File: src/rtl/traffic_pkg.sv
// traffic_pkg: shared mode codes, phase enum, light encodings and clog2 helper
package traffic_pkg;
  typedef enum logic [1:0] {MODE_NORMAL = 2'd0, MODE_ADJ_GR = 2'd1, MODE_ADJ_YR = 2'd2, MODE_ADJ_RR = 2'd3} mode_e;
  typedef enum logic [1:0] {PH_GREEN = 2'd0, PH_YELLOW = 2'd1, PH_ALLRED = 2'd2} phase_e;
  localparam logic [2:0] LIGHT_R   = 3'b100;
  localparam logic [2:0] LIGHT_Y   = 3'b010;
  localparam logic [2:0] LIGHT_G   = 3'b001;
  localparam logic [2:0] LIGHT_OFF = 3'b000;
  function automatic int clog2(input int n);
    int r;
    r = 0;
    while ((1 << r) < n) r++;
    return (r < 1) ? 1 : r;
  endfunction
endpackage

File: src/rtl/traffic_phase_sequencer_if.sv
// traffic_phase_sequencer_if: board-side controls in, light/direction/time display out
interface traffic_phase_sequencer_if
  import traffic_pkg::*;
#(
  parameter int NUM_DIRS = 2,
  parameter int TIME_W   = 4
);
  localparam int DW = clog2(NUM_DIRS);
  logic                  tick_i;
  logic [1:0]            mode_i;
  logic [2:0]            btn_i;
  logic                  flash_i;
  logic [3*NUM_DIRS-1:0] light_o;
  logic [DW-1:0]         dir_o;
  logic [TIME_W-1:0]     time_o;
  modport master (output tick_i, mode_i, btn_i, flash_i, input light_o, dir_o, time_o);
  modport slave (input tick_i, mode_i, btn_i, flash_i, output light_o, dir_o, time_o);
endinterface

File: src/rtl/btn_edge_lockout.sv
// btn_edge_lockout: rising-edge detect with one shared lockout, lowest-index button wins
module btn_edge_lockout #(
  parameter int W         = 3,
  parameter int DB_CYCLES = 2**25
) (
  input  logic         clk_i,
  input  logic         rst_i,
  input  logic         en_i,
  input  logic [W-1:0] btn_i,
  output logic [W-1:0] press_o
);
  localparam int CW = $clog2(DB_CYCLES + 1);
  logic [W-1:0]  prev_q;
  logic [W-1:0]  rise;
  logic [CW-1:0] lock_q, lock_d;
  // isolate the lowest set rising edge and reload the lockout on acceptance
  always_comb begin
    rise = btn_i & ~prev_q;
    press_o = (en_i && lock_q == '0) ? (rise & (~rise + 1'b1)) : '0;
    lock_d = |press_o ? CW'(DB_CYCLES) : lock_q - CW'(lock_q != '0);
  end
  // edge history always tracks the pins so edges inside lockout are consumed
  always_ff @(posedge clk_i or posedge rst_i) begin
    if (rst_i) begin
      prev_q <= '0;
      lock_q <= '0;
    end else begin
      prev_q <= btn_i;
      lock_q <= lock_d;
    end
  end
endmodule

File: src/rtl/traffic_phase_sequencer.sv
// traffic_phase_sequencer: N-direction green/yellow/all-red sequencer with adjust and night flash
module traffic_phase_sequencer
  import traffic_pkg::*;
#(
  parameter int NUM_DIRS   = 2,
  parameter int TIME_W     = 4,
  parameter int DB_CYCLES  = 2**25,
  parameter int DEF_GREEN  = 8,
  parameter int DEF_YELLOW = 2,
  parameter int DEF_ALLRED = 1
) (
  input logic                     clk_i,
  input logic                     rst_i,
  traffic_phase_sequencer_if.slave bus_if
);
  localparam int DW = clog2(NUM_DIRS);
  localparam logic [TIME_W-1:0] MAX_T = '1;
  localparam logic [TIME_W-1:0] D_G = TIME_W'(DEF_GREEN);
  localparam logic [TIME_W-1:0] D_Y = TIME_W'(DEF_YELLOW);
  localparam logic [TIME_W-1:0] D_R = TIME_W'(DEF_ALLRED);
  localparam logic [3*NUM_DIRS-1:0] RST_LIGHT = {{(NUM_DIRS-1){LIGHT_R}}, LIGHT_G};

  phase_e                phase_q, phase_d;
  logic [DW-1:0]         dir_q, dir_d, dir_out_q;
  logic [TIME_W-1:0]     cnt_q, cnt_d;
  logic [TIME_W-1:0]     green_q, green_d, yellow_q, yellow_d, allred_q, allred_d;
  logic                  flash_q, flash_d, flash_prev_q, flash_act;
  logic [3*NUM_DIRS-1:0] light_q, light_d;
  logic [TIME_W-1:0]     time_q, time_d;
  logic [2:0]            ph_light;
  logic [2:0]            press;

  btn_edge_lockout #(.W(3), .DB_CYCLES(DB_CYCLES)) u_btn (
    .clk_i   (clk_i),
    .rst_i   (rst_i),
    .en_i    (bus_if.mode_i != MODE_NORMAL),
    .btn_i   (bus_if.btn_i),
    .press_o (press)
  );

  function automatic logic [TIME_W-1:0] adj_len(input logic [TIME_W-1:0] v, input logic [TIME_W-1:0] def, input logic [2:0] p);
    return p[0] ? def : p[1] ? (v == MAX_T ? v : v + 1'b1) : p[2] ? (v == TIME_W'(1) ? v : v - 1'b1) : v;
  endfunction

  // only the length selected by the adjust mode follows the accepted press
  always_comb begin
    green_d  = (bus_if.mode_i == MODE_ADJ_GR) ? adj_len(green_q, D_G, press) : green_q;
    yellow_d = (bus_if.mode_i == MODE_ADJ_YR) ? adj_len(yellow_q, D_Y, press) : yellow_q;
    allred_d = (bus_if.mode_i == MODE_ADJ_RR) ? adj_len(allred_q, D_R, press) : allred_q;
  end

  // next phase: frozen while flashing, restart on flash exit, otherwise count down per tick
  always_comb begin
    phase_d = phase_q;
    dir_d   = dir_q;
    cnt_d   = cnt_q;
    flash_d = bus_if.flash_i ? flash_q ^ bus_if.tick_i : 1'b0;
    if (!bus_if.flash_i && flash_prev_q) begin
      phase_d = PH_GREEN;
      dir_d   = '0;
      cnt_d   = green_q;
    end else if (!bus_if.flash_i && bus_if.tick_i) begin
      if (cnt_q != '0) begin
        cnt_d = cnt_q - 1'b1;
      end else begin
        phase_d = (phase_q == PH_GREEN) ? PH_YELLOW : (phase_q == PH_YELLOW) ? PH_ALLRED : PH_GREEN;
        dir_d   = (phase_q != PH_ALLRED) ? dir_q : (dir_q == DW'(NUM_DIRS - 1)) ? '0 : dir_q + 1'b1;
        cnt_d   = (phase_q == PH_GREEN) ? yellow_q : (phase_q == PH_YELLOW) ? allred_q : green_q;
      end
    end
  end

  // display: flash overrides adjust, adjust overrides the running sequence
  always_comb begin
    light_d   = '0;
    ph_light  = (phase_q == PH_GREEN) ? LIGHT_G : (phase_q == PH_YELLOW) ? LIGHT_Y : LIGHT_R;
    flash_act = bus_if.flash_i | flash_prev_q;
    for (int d = 0; d < NUM_DIRS; d++)
      light_d[3*d +: 3] = flash_act ? (flash_q ? LIGHT_Y : LIGHT_OFF) :
                          (bus_if.mode_i == MODE_ADJ_GR) ? ((d == 0) ? LIGHT_G : LIGHT_R) :
                          (bus_if.mode_i == MODE_ADJ_YR) ? LIGHT_Y :
                          (bus_if.mode_i == MODE_ADJ_RR) ? LIGHT_R :
                          (DW'(d) == dir_q) ? ph_light : LIGHT_R;
    time_d = flash_act ? '0 :
             (bus_if.mode_i == MODE_ADJ_GR) ? green_q :
             (bus_if.mode_i == MODE_ADJ_YR) ? yellow_q :
             (bus_if.mode_i == MODE_ADJ_RR) ? allred_q : cnt_q;
  end

  // sequencer state, flash bit and lengths
  always_ff @(posedge clk_i or posedge rst_i) begin
    if (rst_i) begin
      phase_q      <= PH_GREEN;
      dir_q        <= '0;
      cnt_q        <= D_G;
      flash_q      <= 1'b0;
      flash_prev_q <= 1'b0;
      green_q      <= D_G;
      yellow_q     <= D_Y;
      allred_q     <= D_R;
    end else begin
      phase_q      <= phase_d;
      dir_q        <= dir_d;
      cnt_q        <= cnt_d;
      flash_q      <= flash_d;
      flash_prev_q <= bus_if.flash_i;
      green_q      <= green_d;
      yellow_q     <= yellow_d;
      allred_q     <= allred_d;
    end
  end

  // registered outputs trail the state by one cycle
  always_ff @(posedge clk_i or posedge rst_i) begin
    if (rst_i) begin
      light_q   <= RST_LIGHT;
      time_q    <= D_G;
      dir_out_q <= '0;
    end else begin
      light_q   <= light_d;
      time_q    <= time_d;
      dir_out_q <= dir_q;
    end
  end

  assign bus_if.light_o = light_q;
  assign bus_if.dir_o   = dir_out_q;
  assign bus_if.time_o  = time_q;
endmodule

File: src/flat_wrapper.sv
// flat-port wrapper written by rule: the top's interface ports become plain ports
module traffic_phase_sequencer_flat import traffic_pkg::*;
#(
  parameter int NUM_DIRS   = 2,
  parameter int TIME_W     = 4,
  parameter int DB_CYCLES  = 2**25,
  parameter int DEF_GREEN  = 8,
  parameter int DEF_YELLOW = 2,
  parameter int DEF_ALLRED = 1
)
  (clk_i, rst_i, bus_if_tick_i, bus_if_mode_i, bus_if_btn_i, bus_if_flash_i, bus_if_light_o, bus_if_dir_o, bus_if_time_o);
  traffic_phase_sequencer_if #(.NUM_DIRS(NUM_DIRS), .TIME_W(TIME_W)) bus_if_i ();
  input logic clk_i;
  input logic rst_i;
  input wire logic [$bits(bus_if_i.tick_i)-1:0] bus_if_tick_i;
  input wire logic [$bits(bus_if_i.mode_i)-1:0] bus_if_mode_i;
  input wire logic [$bits(bus_if_i.btn_i)-1:0] bus_if_btn_i;
  input wire logic [$bits(bus_if_i.flash_i)-1:0] bus_if_flash_i;
  output wire logic [$bits(bus_if_i.light_o)-1:0] bus_if_light_o;
  output wire logic [$bits(bus_if_i.dir_o)-1:0] bus_if_dir_o;
  output wire logic [$bits(bus_if_i.time_o)-1:0] bus_if_time_o;
  assign bus_if_i.tick_i = bus_if_tick_i;
  assign bus_if_i.mode_i = bus_if_mode_i;
  assign bus_if_i.btn_i = bus_if_btn_i;
  assign bus_if_i.flash_i = bus_if_flash_i;
  assign bus_if_light_o = bus_if_i.light_o;
  assign bus_if_dir_o = bus_if_i.dir_o;
  assign bus_if_time_o = bus_if_i.time_o;
  traffic_phase_sequencer #(.NUM_DIRS(NUM_DIRS), .TIME_W(TIME_W), .DB_CYCLES(DB_CYCLES), .DEF_GREEN(DEF_GREEN), .DEF_YELLOW(DEF_YELLOW), .DEF_ALLRED(DEF_ALLRED)) u_core (.clk_i(clk_i), .rst_i(rst_i), .bus_if(bus_if_i));
endmodule
File: config.mk
export PLATFORM = sky130hd
export DESIGN_NAME = traffic_phase_sequencer_flat
export DESIGN_NICKNAME = d
export VERILOG_FILES = /design/src/rtl/traffic_pkg.sv /design/src/rtl/traffic_phase_sequencer_if.sv /design/src/rtl/btn_edge_lockout.sv /design/src/rtl/traffic_phase_sequencer.sv /design/src/flat_wrapper.sv
export SDC_FILE = /design/constraint.sdc
export NUM_CORES = 1
export LEC_CHECK = 0
export CAP_MARGIN = 20
export CORE_MARGIN = 2
export CORE_UTILIZATION = 50
export DETAILED_ROUTE_END_ITERATION = 8
export GPL_TIMING_DRIVEN = 0
export HOLD_SLACK_MARGIN = 0.02
export PLACE_DENSITY = 0.8
export SYNTH_ARGS = -nofsm -noshare
export SYNTH_HDL_FRONTEND = slang
export SYNTH_SLANG_ARGS = --single-unit
File: constraint.sdc
create_clock -name clk_i -period 3.4 [get_ports clk_i]
set_input_delay 0.34 -clock clk_i [delete_from_list [all_inputs] [get_ports clk_i]]
set_output_delay 0.34 -clock clk_i [all_outputs]
set_load 0.05 [all_outputs]
Yosys cells after proc, flatten, opt, wreduce, memory -nomap -nowiden

Index checks and enable logic that the tools add are counted.

Add/subtract/negate cells: 10
Equality and inequality tests: 19
Multiplexer cells: 50
Bitwise logic cells: 6
Reduce and logical (&&, ||, !) cells: 17

Operators by type and width:

| kind                                                                    | count |
|---|---|
| 4-bit 2-to-1 mux                                                        | 24 |
| 3-bit 2-to-1 mux                                                        | 13 |
| 26-bit zero test                                                        | 1 |
| 26-bit 2-to-1 mux                                                       | 1 |
| 26-bit nonzero test                                                     | 1 |
| 26-bit by 1-bit subtractor with 26-bit output                           | 1 |
| 4-bit by 1-bit subtractor with 4-bit output, second input constant      | 4 |
| 4-bit by 1-bit adder with 4-bit output, second input constant           | 3 |
| 4-bit by 1-bit == test with 1-bit output, second input constant         | 3 |
| 4-bit == test, second input constant                                    | 3 |
| 2-bit 2-to-1 mux                                                        | 6 |
| 4-bit AND reduction                                                     | 3 |
| 3-bit by 1-bit inequality test with 1-bit output, second input constant | 3 |
| 3-bit inequality test, second input constant                            | 3 |
| 3-bit bitwise AND                                                       | 2 |
| 1-bit 2-to-1 mux                                                        | 6 |
| 3-bit NOT                                                               | 2 |
| 2-bit by 1-bit == test with 1-bit output, second input constant         | 2 |
| 2-bit == test, second input constant                                    | 2 |
| 2-bit by 1-bit inequality test with 1-bit output, second input constant | 2 |
| 2-bit nonzero test                                                      | 2 |
| 4-bit nonzero test                                                      | 1 |
| 3-bit by 1-bit adder with 3-bit output, second input constant           | 1 |
| 1-bit logical AND                                                       | 3 |
| 10 further kinds                                                        | 10 |

Flip-flop bits (word level): 61
Input bits: 9
Output and inout bits: 11
Word-level logic and storage cells: 115

Depth between registers and ports, before layout

Gate-level depths: netlist of run 1.

Depth after elaboration: 9
Mapped depth: 11
Gate-level depth less buffers: 9

Hierarchy

A second synthesis of run 1 with hierarchy kept.

Cell total of the unflattened synthesis: 370
Area total of the unflattened synthesis: 3626.0 µm²

Modules (own cells, without submodules):

| module                  | instances | cells an instance | area each (µm²) | seq. area each (µm²) |
|---|---|---|---|---|
| traffic_phase_sequencer | 1         | 220               | 2109.5          | 809.5 |
| btn_edge_lockout        | 1         | 150               | 1516.5          | 725.7 |

Least setup slack after synthesis of run 1

No wires, ideal clock.

Kind: register -> register
Start point: reg u_core.u_btn.lock_q[17]
End point: reg u_core.u_btn.lock_q[25]
Library setup time: 124 ps
Data arrival time: 2661 ps
Required time: 3276 ps
Path slack: 615 ps
Stages on the path, launching flop included: 11
Path buffers: 1
Clock period less this slack: 2785 ps
Cell sequence: dfrtp_1 > nor4_1 > and4_1 > nand2_1 > ha_1 > or4b_1 > clkbuf_1 > or4_1 > nor4_4 > and3_1 > o21bai_1

Word-level cells in the longest chain between the ends: 5
Elaborated cells on any way between the ends: 7
Classes of those cells: add/sub (1); mux (2); reduce/logical (4)

RTL lines:

| item                                                                                  | RTL line               | RTL |
|---|---|---|
| from (decl)                                                                           | btn_edge_lockout.sv:15 | `logic [CW-1:0] lock_q, lock_d;` |
| from (signal assigned)                                                                | btn_edge_lockout.sv:29 | `lock_q <= lock_d;` |
| branches (longest 4 deep; another with 26-bit by 1-bit subtractor with 26-bit output) | --                     |  |
| 26-bit 2-to-1 mux (*)                                                                 | btn_edge_lockout.sv:20 | `lock_d = \|press_o ? CW'(DB_CYCLES) : lock_q - CW'(lock_q != '0);` |
| named net u_core.u_btn.lock_d[25]                                                     | btn_edge_lockout.sv:15 |  |

Mark *: on every way through the listed nets, which the timed path passes.
A chain may end at the register's enable or synchronous reset.

Worst setup path after layout of run 1

Same ends and word-level chain as after synthesis.

==> results.cfg, run 1 <==
[timing]
tns_ps = 0
maxSlewHeadroom_pct = 51.4
tightestPinTransition_ps = 728
rsz0062_at_grt = no
setup_viol = 0
finalMaxSlewViolations = 0
hold_violations = 0
min_period_ps = 3090
finalCritPeriodShare_pct = 91.0
clock.fmax_mhz = 323
fin_worst_skew_ps = 6.66

[route]
num_vias = 2802
wl_per_cell_um = 15.1
via_per_inst = 5.73
postRouteAntennaNets = 0
drt_iter0_markers = 205
dr.pass1.iters = 4
wl_mm = 7.37
route.detailed.drc = 0

[pwr]
clock_power_share_pct = 33.8
switchingPower_uw = 606
swShare_pct = 29.9
ir_worst_vdd_v = 0.000173
power_density_nw_per_um2 = 495
p_int_mw = 1.42
p_leak_nw = 1.67
combPwrFrac_pct = 19.3
p_seq_share_pct = 46.9

[floorplan]
num_rows = 30
dieHeight_um = 88.5
die-area_sq_um = 7830
io_pins = 20
initial_core_util_pct = 52.0
die_x_um = 88.5
coreArea_sq_um = 6870

[layout]
fin_util_pct = 59.7
layout_commonest_cell = dfrtp_1
final_cells = 489
area_growth_pct = 14.8
final_cell_mix = dfrtp_1, nor2_1, xnor2_1
final_nets = 409
antenna_cells = 0
drive_gt1_share_pct = 12.7

[worst_hold_path]
min_path_type = in2async

[yosys]
synthFlopType = dfrtp_1
synth_edf_count = 0
yosysTopAreaCell = dfrtp_1
syn_area_per_cell_sq_um = 9.97
mappedNetlistArea_sq_um = 3570
synth_nets = 379
synth_seq_cells = 61
synth.distinct_cells = 59
synthArstFlopShare_pct = 100
synth-seq-area-share_pct = 43.0
post_synth_inst_count = 358
yosysWarnings = 0
synth_top_area_share_pct = 37.8
yosys-top-cells-area = dfrtp_1, dfstp_2, xnor2_1, nor2_1, ha_1

[clock_network]
cts.sinks = 61
clock_path_buffers = 2
cts_tree = yes
cts_buffers = 9
ctsResizeCount = 0
h-tree-depth = 3
hold_buffers = 0
clk_latency_ps = 340
cts_root_buf = clkbuf_8
cts.clk_slew.worst_paths_ps = 70
cts_setup_buffers = 0

[global_route]
grt_pass1_vias = 2825
antenna_found_initial = 0
grt_start_max_net_pins = 32
grt_use_total_pct = 21.7
grt_pass1_wl_mm = 13.2
grt.overflow.total = 0

[critical_path]
critical_path_class = reg2reg
r2r_setup_slack_ps = 310
worstPathRequired_ps = 3630
path_cells = nor4_1 -> and4_1 -> nand2_1 -> ha_1 -> or4b_1 -> clkbuf_1 -> or4_1 -> nor4_4 -> and3_1 -> o21bai_1
reg2regPathDepth = 10
critical_path.max_fanout = 7
crit_path_top_delay_cell = or4_1
reg2reg_from = u_core.u_btn.lock_q[17]
arrival_ps = 3320
cpPeakStageDelay_ps = 590
start_kind = register
rr_endpoint = u_core.u_btn.lock_q[25]
crit_path_end_kind = register
crit_path_end = u_core.u_btn.lock_q[25]
startpoint = u_core.u_btn.lock_q[17]

[flow_run]
drv_cap = 0

[place]
dp_hpwl_mm = 5.37
port_buffers = 18
dp.cells = 473
gp_congestion = 0.873

[outcome]
status = completed
==> area by class of cell <==
type | instances | area [sq um]
plain buffers | 20 | 101
clock buffers | 11 | 131
clock inverters | 5 | 75.1
fillers | 593 | 2770
inverters | 17 | 63.8
multi-input cells | 260 | 1870
flip-flops and latches | 61 | 1540
well taps | 96 | 120
repair buffers | 19 | 200
==> state kept, by name, summed over array words and instances (netlist names), 2 cells and up <==
name / flops
u_core.u_btn.lock_q: 26
u_core.bus_if.light_o: 6
u_core.allred_q: 4
u_core.bus_if.time_o: 4
u_core.cnt_q: 4
u_core.green_q: 4
u_core.yellow_q: 4
u_core.u_btn.prev_q: 3
u_core.phase_q: 2
==> cell families (layout without fill, tap and decap cells) <==
family	after synthesis	after routing	synth area share [%]
AND/OR/NAND/NOR	146	146	24.4
AO/OA/AOI/OAI	66	66	13.0
flip-flops	61	61	43.0
buffers and inverters	37	72	4.62
XOR/XNOR	23	23	5.64
multiplexers	13	13	5.12
adder cells (fa/ha/maj)	12	12	4.20
==> metrics by stage <==
stage                     hold WS [ps]  setup slack, ps  area, sq um  power [mW]
after floorplan                    371              615         3570        1.25
after detailed placement           528              312         3890        1.35
final                              406              306         4100        2.03
after global routing               450              116         4100        2.15
after CTS                          410              296         4100        2.04
after global placement             522              322         3870        1.33
==> layer usage <==
metal	vias up	part of all wire (%)	GRT usage, %
met5	-	0	0
met3	11	4.8	5.41
met1	1371	46	29.6
met4	0	1.6	8.26
met2	61	48	33.7
li1	1359	-	-
==> power groups by stage <==
stage	sequential [mW]	clock, mW	combinational, mW
2_1_floorplan	0.956	0	0.294
3_3_place_gp	0.954	0	0.373
3_5_place_dp	0.964	0	0.391
4_1_cts	0.952	0.695	0.393
5_1_grt	0.970	0.732	0.446
6_report	0.952	0.686	0.391
==> cell usage after synthesis, types with 3 or more instances <==
master and instances:
buf_6 3, dfstp_2 7, xor2_1 4, o21ai_0 11, mux2i_1 7, or2_2 3, o311ai_1 3, mux4_2 4
a21oi_1 14, nand3_1 9, xnor2_1 19, or3_1 5, nor2b_1 7, a22oi_1 8, nor2_1 43, nand4_1 6
nor4_4 4, and3_1 3, buf_2 3, nor3b_1 4, ha_1 12, a31oi_1 3, or4_1 6, nand2_1 15
and2_1 5, dfrtp_1 54, o211ai_1 5, nand3b_1 3, clkbuf_1 13, nand2b_1 5, nor4_2 4, nor4_1 8
inv_1 16, nor3_1 10
==> worst min path at each step <==
stage                                         end  slack (ps)  cells past startpoint
after global routing              u_core.cnt_q[3]         450                      2
after floorplan               u_core.flash_prev_q         370                      0
after CTS                         u_core.cnt_q[3]         410                      2
after global placement     u_core.u_btn.lock_q[9]         520                      2
after detailed placement   u_core.u_btn.lock_q[9]         530                      2
final                     u_core.u_btn.lock_q[22]         410                      2
==> critical path, delay by kind of cell, from the launching register on <==
family          cells  cell delay, ps
compound gates      1              60
fa+ha+maj           1             190
simple gates        7            2000
flops               1             520
buf+inv             1             200
No activity file was read; power rests on OpenSTA's default activity.
==> run 2: changes to the inputs <==
--- a/config.mk
+++ b/config.mk
@@ -6,7 +6,7 @@
 export NUM_CORES = 1
 export LEC_CHECK = 0
 export CAP_MARGIN = 20
-export CORE_MARGIN = 2
+export CORE_MARGIN = 4
 export CORE_UTILIZATION = 50
 export DETAILED_ROUTE_END_ITERATION = 8
 export GPL_TIMING_DRIVEN = 0
==> constraint.sdc (replaced) <==
create_clock -name clk_i -period 3.53 [get_ports clk_i]
set_input_delay 0.353 -clock clk_i [delete_from_list [all_inputs] [get_ports clk_i]]
set_output_delay 0.353 -clock clk_i [all_outputs]
set_load 0.05 [all_outputs]
==> run 2 against run 1 <==
Non-clock buffer count did not move. Via count rose by 1.5%. Global-route usage fell by 2.5 points. Clock power fell by 19%. Fmax fell by 1.9%. Largest power group unchanged. Die area rose by 9.2%. Critical path depth did not move.
==> results.cfg, run 2 (synthesized netlist as in run 1, its figures left out) <==
[critical_path]
worstPathRequired_ps = 3760
critical_path_class = reg2reg
path_cells = nor4_1 -> and4_1 -> nand2_1 -> ha_1 -> or4b_1 -> clkbuf_1 -> or4_1 -> nor4_4 -> and3_1 -> o21bai_1
crit_path_top_delay_cell = or4_1
crit_path_end = u_core.u_btn.lock_q[25]
reg2regPathDepth = 10
critPathTopFamily = simple AND/OR/NAND/NOR gates
crit_path_end_kind = register
start_kind = register
path_depth = 10
critical_path.max_fanout = 7
arrival_ps = 3380
timing.critical_path.buf_inv = 1
r2r_setup_slack_ps = 380
rr_endpoint = u_core.u_btn.lock_q[25]
cpPeakStageDelay_ps = 600
startpoint = u_core.u_btn.lock_q[17]
reg2reg_from = u_core.u_btn.lock_q[17]

[layout]
largest_reg_flops = 26
final_nets = 409
antenna_cells = 0
final_cell_mix = dfrtp_1, nor2_1, xnor2_1
top_register = u_core.u_btn.lock_q
drive_gt1_share_pct = 13.0
final_cells = 489
area_growth_pct = 13.9
layout_commonest_cell = dfrtp_1

[timing]
finalMaxSlewViolations = 0
fin_worst_skew_ps = 7.85
clock.fmax_mhz = 317
tns_ps = 0
rsz0062_at_grt = no
finalCritPeriodShare_pct = 89.3
hold_violations = 0
setup_viol = 0
holdWs_ps = 399
tightestPinTransition_ps = 750
maxSlewHeadroom_pct = 49.9
min_period_ps = 3150

[global_route]
grt_use_total_pct = 19.3
grt_start_max_net_pins = 35
grt_pass1_wl_mm = 13.1
grt.overflow.total = 0
grt_pass1_vias = 2779
antenna_found_initial = 0

[pwr]
p_leak_nw = 1.65
ir_worst_vdd_v = 0.000193
power_density_nw_per_um2 = 455

[route]
num_vias = 2844
dr.pass1.iters = 6
drt_iter0_markers = 150
via_per_inst = 5.82
route.detailed.drc = 0
wl_mm = 7.54
postRouteAntennaNets = 0
wl_per_cell_um = 15.4

[clock_network]
clock_path_buffers = 2
hold_buffers = 0
h-tree-depth = 3
cts.clk_slew.worst_paths_ps = 70
cts_setup_buffers = 0
cts_root_buf = clkbuf_8
cts_buffers = 9
clk_latency_ps = 350
cts.sinks = 61
ctsResizeCount = 0
cts_tree = yes

[floorplan]
num_rows = 30
die_x_um = 92.5
dieHeight_um = 92.5
initial_core_util_pct = 52.0
io_pins = 20
coreArea_sq_um = 6870
die-area_sq_um = 8560

[place]
dp_hpwl_mm = 5.39
port_buffers = 18
dp.cells = 473
gp_congestion = 0.851

[outcome]
status = completed

[flow_run]
drv_cap = 0

[worst_hold_path]
min_path_type = in2async
run 2: cell type report:
class,count,area [sq um]
Clock buffer,12,155
Inverter,17,63.8
Buffer,20,101
Clock inverter,4,22.5
Tap cell,96,120
Fill cell,586,2800
Multi-Input combinational cell,260,1870
Sequential cell,61,1540
Timing Repair Buffer,19,200
run 2: worst min-delay path by stage:
stage	start	end	slack, ps	depth (start not counted)
global placement	u_core.u_btn.lock_q[9]	u_core.u_btn.lock_q[9]	520	2
floorplan	bus_if_flash_i	u_core.flash_prev_q	380	0
finish	rst_i	u_core.bus_if.light_o[2]	400	2
CTS	rst_i	u_core.green_q[1]	420	2
detailed placement	u_core.u_btn.lock_q[13]	u_core.u_btn.lock_q[13]	530	2
global route	rst_i	u_core.bus_if.time_o[1]	440	2
run 2: metal layers:
layer / vias up / GRT usage, % / share of wire [%]
met3: 8 / 5.44 / 5.7
li1: 1358 / - / -
met4: 0 / 6.31 / 1.2
met1: 1400 / 25.8 / 47
met2: 78 / 30.2 / 46
met5: - / 0 / 0
run 2: power by group:
| part | switching [mW] | internal, mW | leakage, nW |
|---|---|---|---|
| sequential | 0.108 | 0.811 | 0.761 |
| combinational | 0.209 | 0.167 | 0.798 |
| clock | 0.270 | 0.289 | 0.0921 |
| total | 0.586 | 1.27 | 1.65 |
run 2: through the flow:
step	instance area, sq um	utilization (%)	total power, mW	setup slack, ps
after floorplan	3570	-	1.20	745
after global placement	3870	56.4	1.28	430
after detailed placement	3890	56.6	1.30	410
after CTS	4070	59.2	1.86	374
after global routing	4070	59.2	1.96	158
final	4070	59.2	1.85	377
==> run 3: changes to the inputs <==
--- a/config.mk
+++ b/config.mk
@@ -7,11 +7,11 @@
 export LEC_CHECK = 0
 export CAP_MARGIN = 20
 export CORE_MARGIN = 4
-export CORE_UTILIZATION = 50
+export CORE_UTILIZATION = 60
 export DETAILED_ROUTE_END_ITERATION = 8
 export GPL_TIMING_DRIVEN = 0
 export HOLD_SLACK_MARGIN = 0.02
-export PLACE_DENSITY = 0.8
+export PLACE_DENSITY = 0.91
 export SYNTH_ARGS = -nofsm -noshare
 export SYNTH_HDL_FRONTEND = slang
 export SYNTH_SLANG_ARGS = --single-unit
==> run 3 against run 2 <==
First-iteration DRC count grew 110%. Core utilization grew 13 points. Clock power rose by 21%. Sequential cell count unchanged. Critical path depth unchanged. Worst setup slack gained 23 ps. Routed wire length up 5.7%. Critical path type unchanged. Critical endpoint unchanged.
==> results.cfg, run 3 (synthesized netlist as in run 1, its figures left out) <==
[place]
place_ws_ps = 434
dp_hpwl_mm = 5.48
port_buffers = 18
gp_congestion = 0.897

[pwr]
power_density_nw_per_um2 = 486
p_leak_nw = 1.66
ir_worst_vdd_v = 0.000283

[route]
num_vias = 2976
wl_per_cell_um = 17.1
dr.pass1.iters = 5
postRouteAntennaNets = 0
wl_mm = 7.97
route.detailed.drc = 0
drt_iter0_markers = 308
via_per_inst = 6.40

[timing]
fin_worst_skew_ps = 8.33
tightestPinTransition_ps = 712
hold_violations = 0
rsz0062_at_grt = no
min_period_ps = 3130
setup_viol = 0
tns_ps = 0
finalMaxSlewViolations = 0
maxSlewHeadroom_pct = 52.5
finalCritPeriodShare_pct = 88.7
layout_setup_ws_ps = 400
clock.fmax_mhz = 320

[layout]
top_register = u_core.u_btn.lock_q
antenna_cells = 0
largest_reg_flops = 26
area_growth_pct = 14.1
drive_gt1_share_pct = 13.2
final_cell_mix = dfrtp_1, nor2_1, xnor2_1
final_nets = 409
layout_commonest_cell = dfrtp_1

[critical_path]
arrival_ps = 3370
start_kind = register
crit_path_end_kind = register
r2r_setup_slack_ps = 400
worstPathRequired_ps = 3770
critical_path.max_fanout = 7
critical_path_class = reg2reg

[flow_run]
drv_cap = 0

[global_route]
grt_pass1_vias = 2838
grt.overflow.total = 0
grt_pass1_wl_mm = 13.5
grt_use_total_pct = 23.2
antenna_found_initial = 0
grt_start_max_net_pins = 37

[clock_network]
clk_latency_ps = 350
ctsResizeCount = 0
clock_path_buffers = 2
cts_setup_buffers = 0
cts_root_buf = clkbuf_8
cts_buffers = 9
cts.clk_slew.worst_paths_ps = 70
cts.sinks = 61
h-tree-depth = 3
hold_buffers = 0
cts_tree = yes

[floorplan]
initial_core_util_pct = 63.3
die-area_sq_um = 7250
coreArea_sq_um = 5640
dieHeight_um = 85.1
num_rows = 27
die_x_um = 85.1
io_pins = 20

[worst_hold_path]
min_path_type = in2async

[outcome]
status = completed
==> run 3: changes by cell type in the layout (fill, tap and decap cells not counted) <==
| cell | delta |
|---|---|
| bufinv_16 | +2 |
| clkbuf_1 | -1 |
| clkinvlp_4 | +1 |
| clkbuf_8 | -2 |
==> run 3: per-stage QoR <==
stage,hold WS [ps],utilization (%),instances,instance area [sq um],total power [mW]
global route,423,72.2,465,4080,2.08
global placement,519,68.1,448,3840,1.27
CTS,394,72.2,465,4080,1.98
floorplan,384,-,358,3570,1.20
detailed placement,530,68.4,449,3860,1.30
finish,370,72.2,465,4080,1.98
==> run 3: final cells by class <==
cell class / instances / area, sq um
Buffer: 20 / 101
Multi-Input combinational cell: 260 / 1870
Fill cell: 369 / 1570
Clock inverter: 7 / 90.1
Clock buffer: 9 / 124
Tap cell: 72 / 90.1
Sequential cell: 61 / 1540
Timing Repair Buffer: 19 / 200
Inverter: 17 / 63.8
==> run 3: critical path: stages (launching register included) <==
cell and delay, ps:
dfrtp_1 530, nor4_1 140, and4_1 280, nand2_1 130, ha_1 200, or4b_1 430, clkbuf_1 200, or4_1 580
nor4_4 260, and3_1 200, o21bai_1 60
==> run 3: per-layer routing <==
metal  wire (um)  GRT usage (%)
met5           0              0
met4         165           9.21
met3         530           5.73
met2        3820           35.7
met1        3460           31.5
==> run 3: where the power goes <==
group | internal (mW) | switching (mW)
logic | 0.166 | 0.216
clock network | 0.393 | 0.285
registers | 0.810 | 0.109
==> run 3: path summary, 6_finish.rpt <==
kind                                              start                      end  depth (start not counted)
worst min register to register   u_core.u_btn.lock_q[9]   u_core.u_btn.lock_q[9]                          2
min in group clk_i                        bus_if_tick_i          u_core.cnt_q[2]                          3
worst min-delay path                              rst_i  u_core.u_btn.lock_q[23]                          2
worst max-delay path            u_core.u_btn.lock_q[17]  u_core.u_btn.lock_q[25]                         10
max in group asynchronous                         rst_i       u_core.allred_q[0]                          3
worst max register to register  u_core.u_btn.lock_q[17]  u_core.u_btn.lock_q[25]                         10
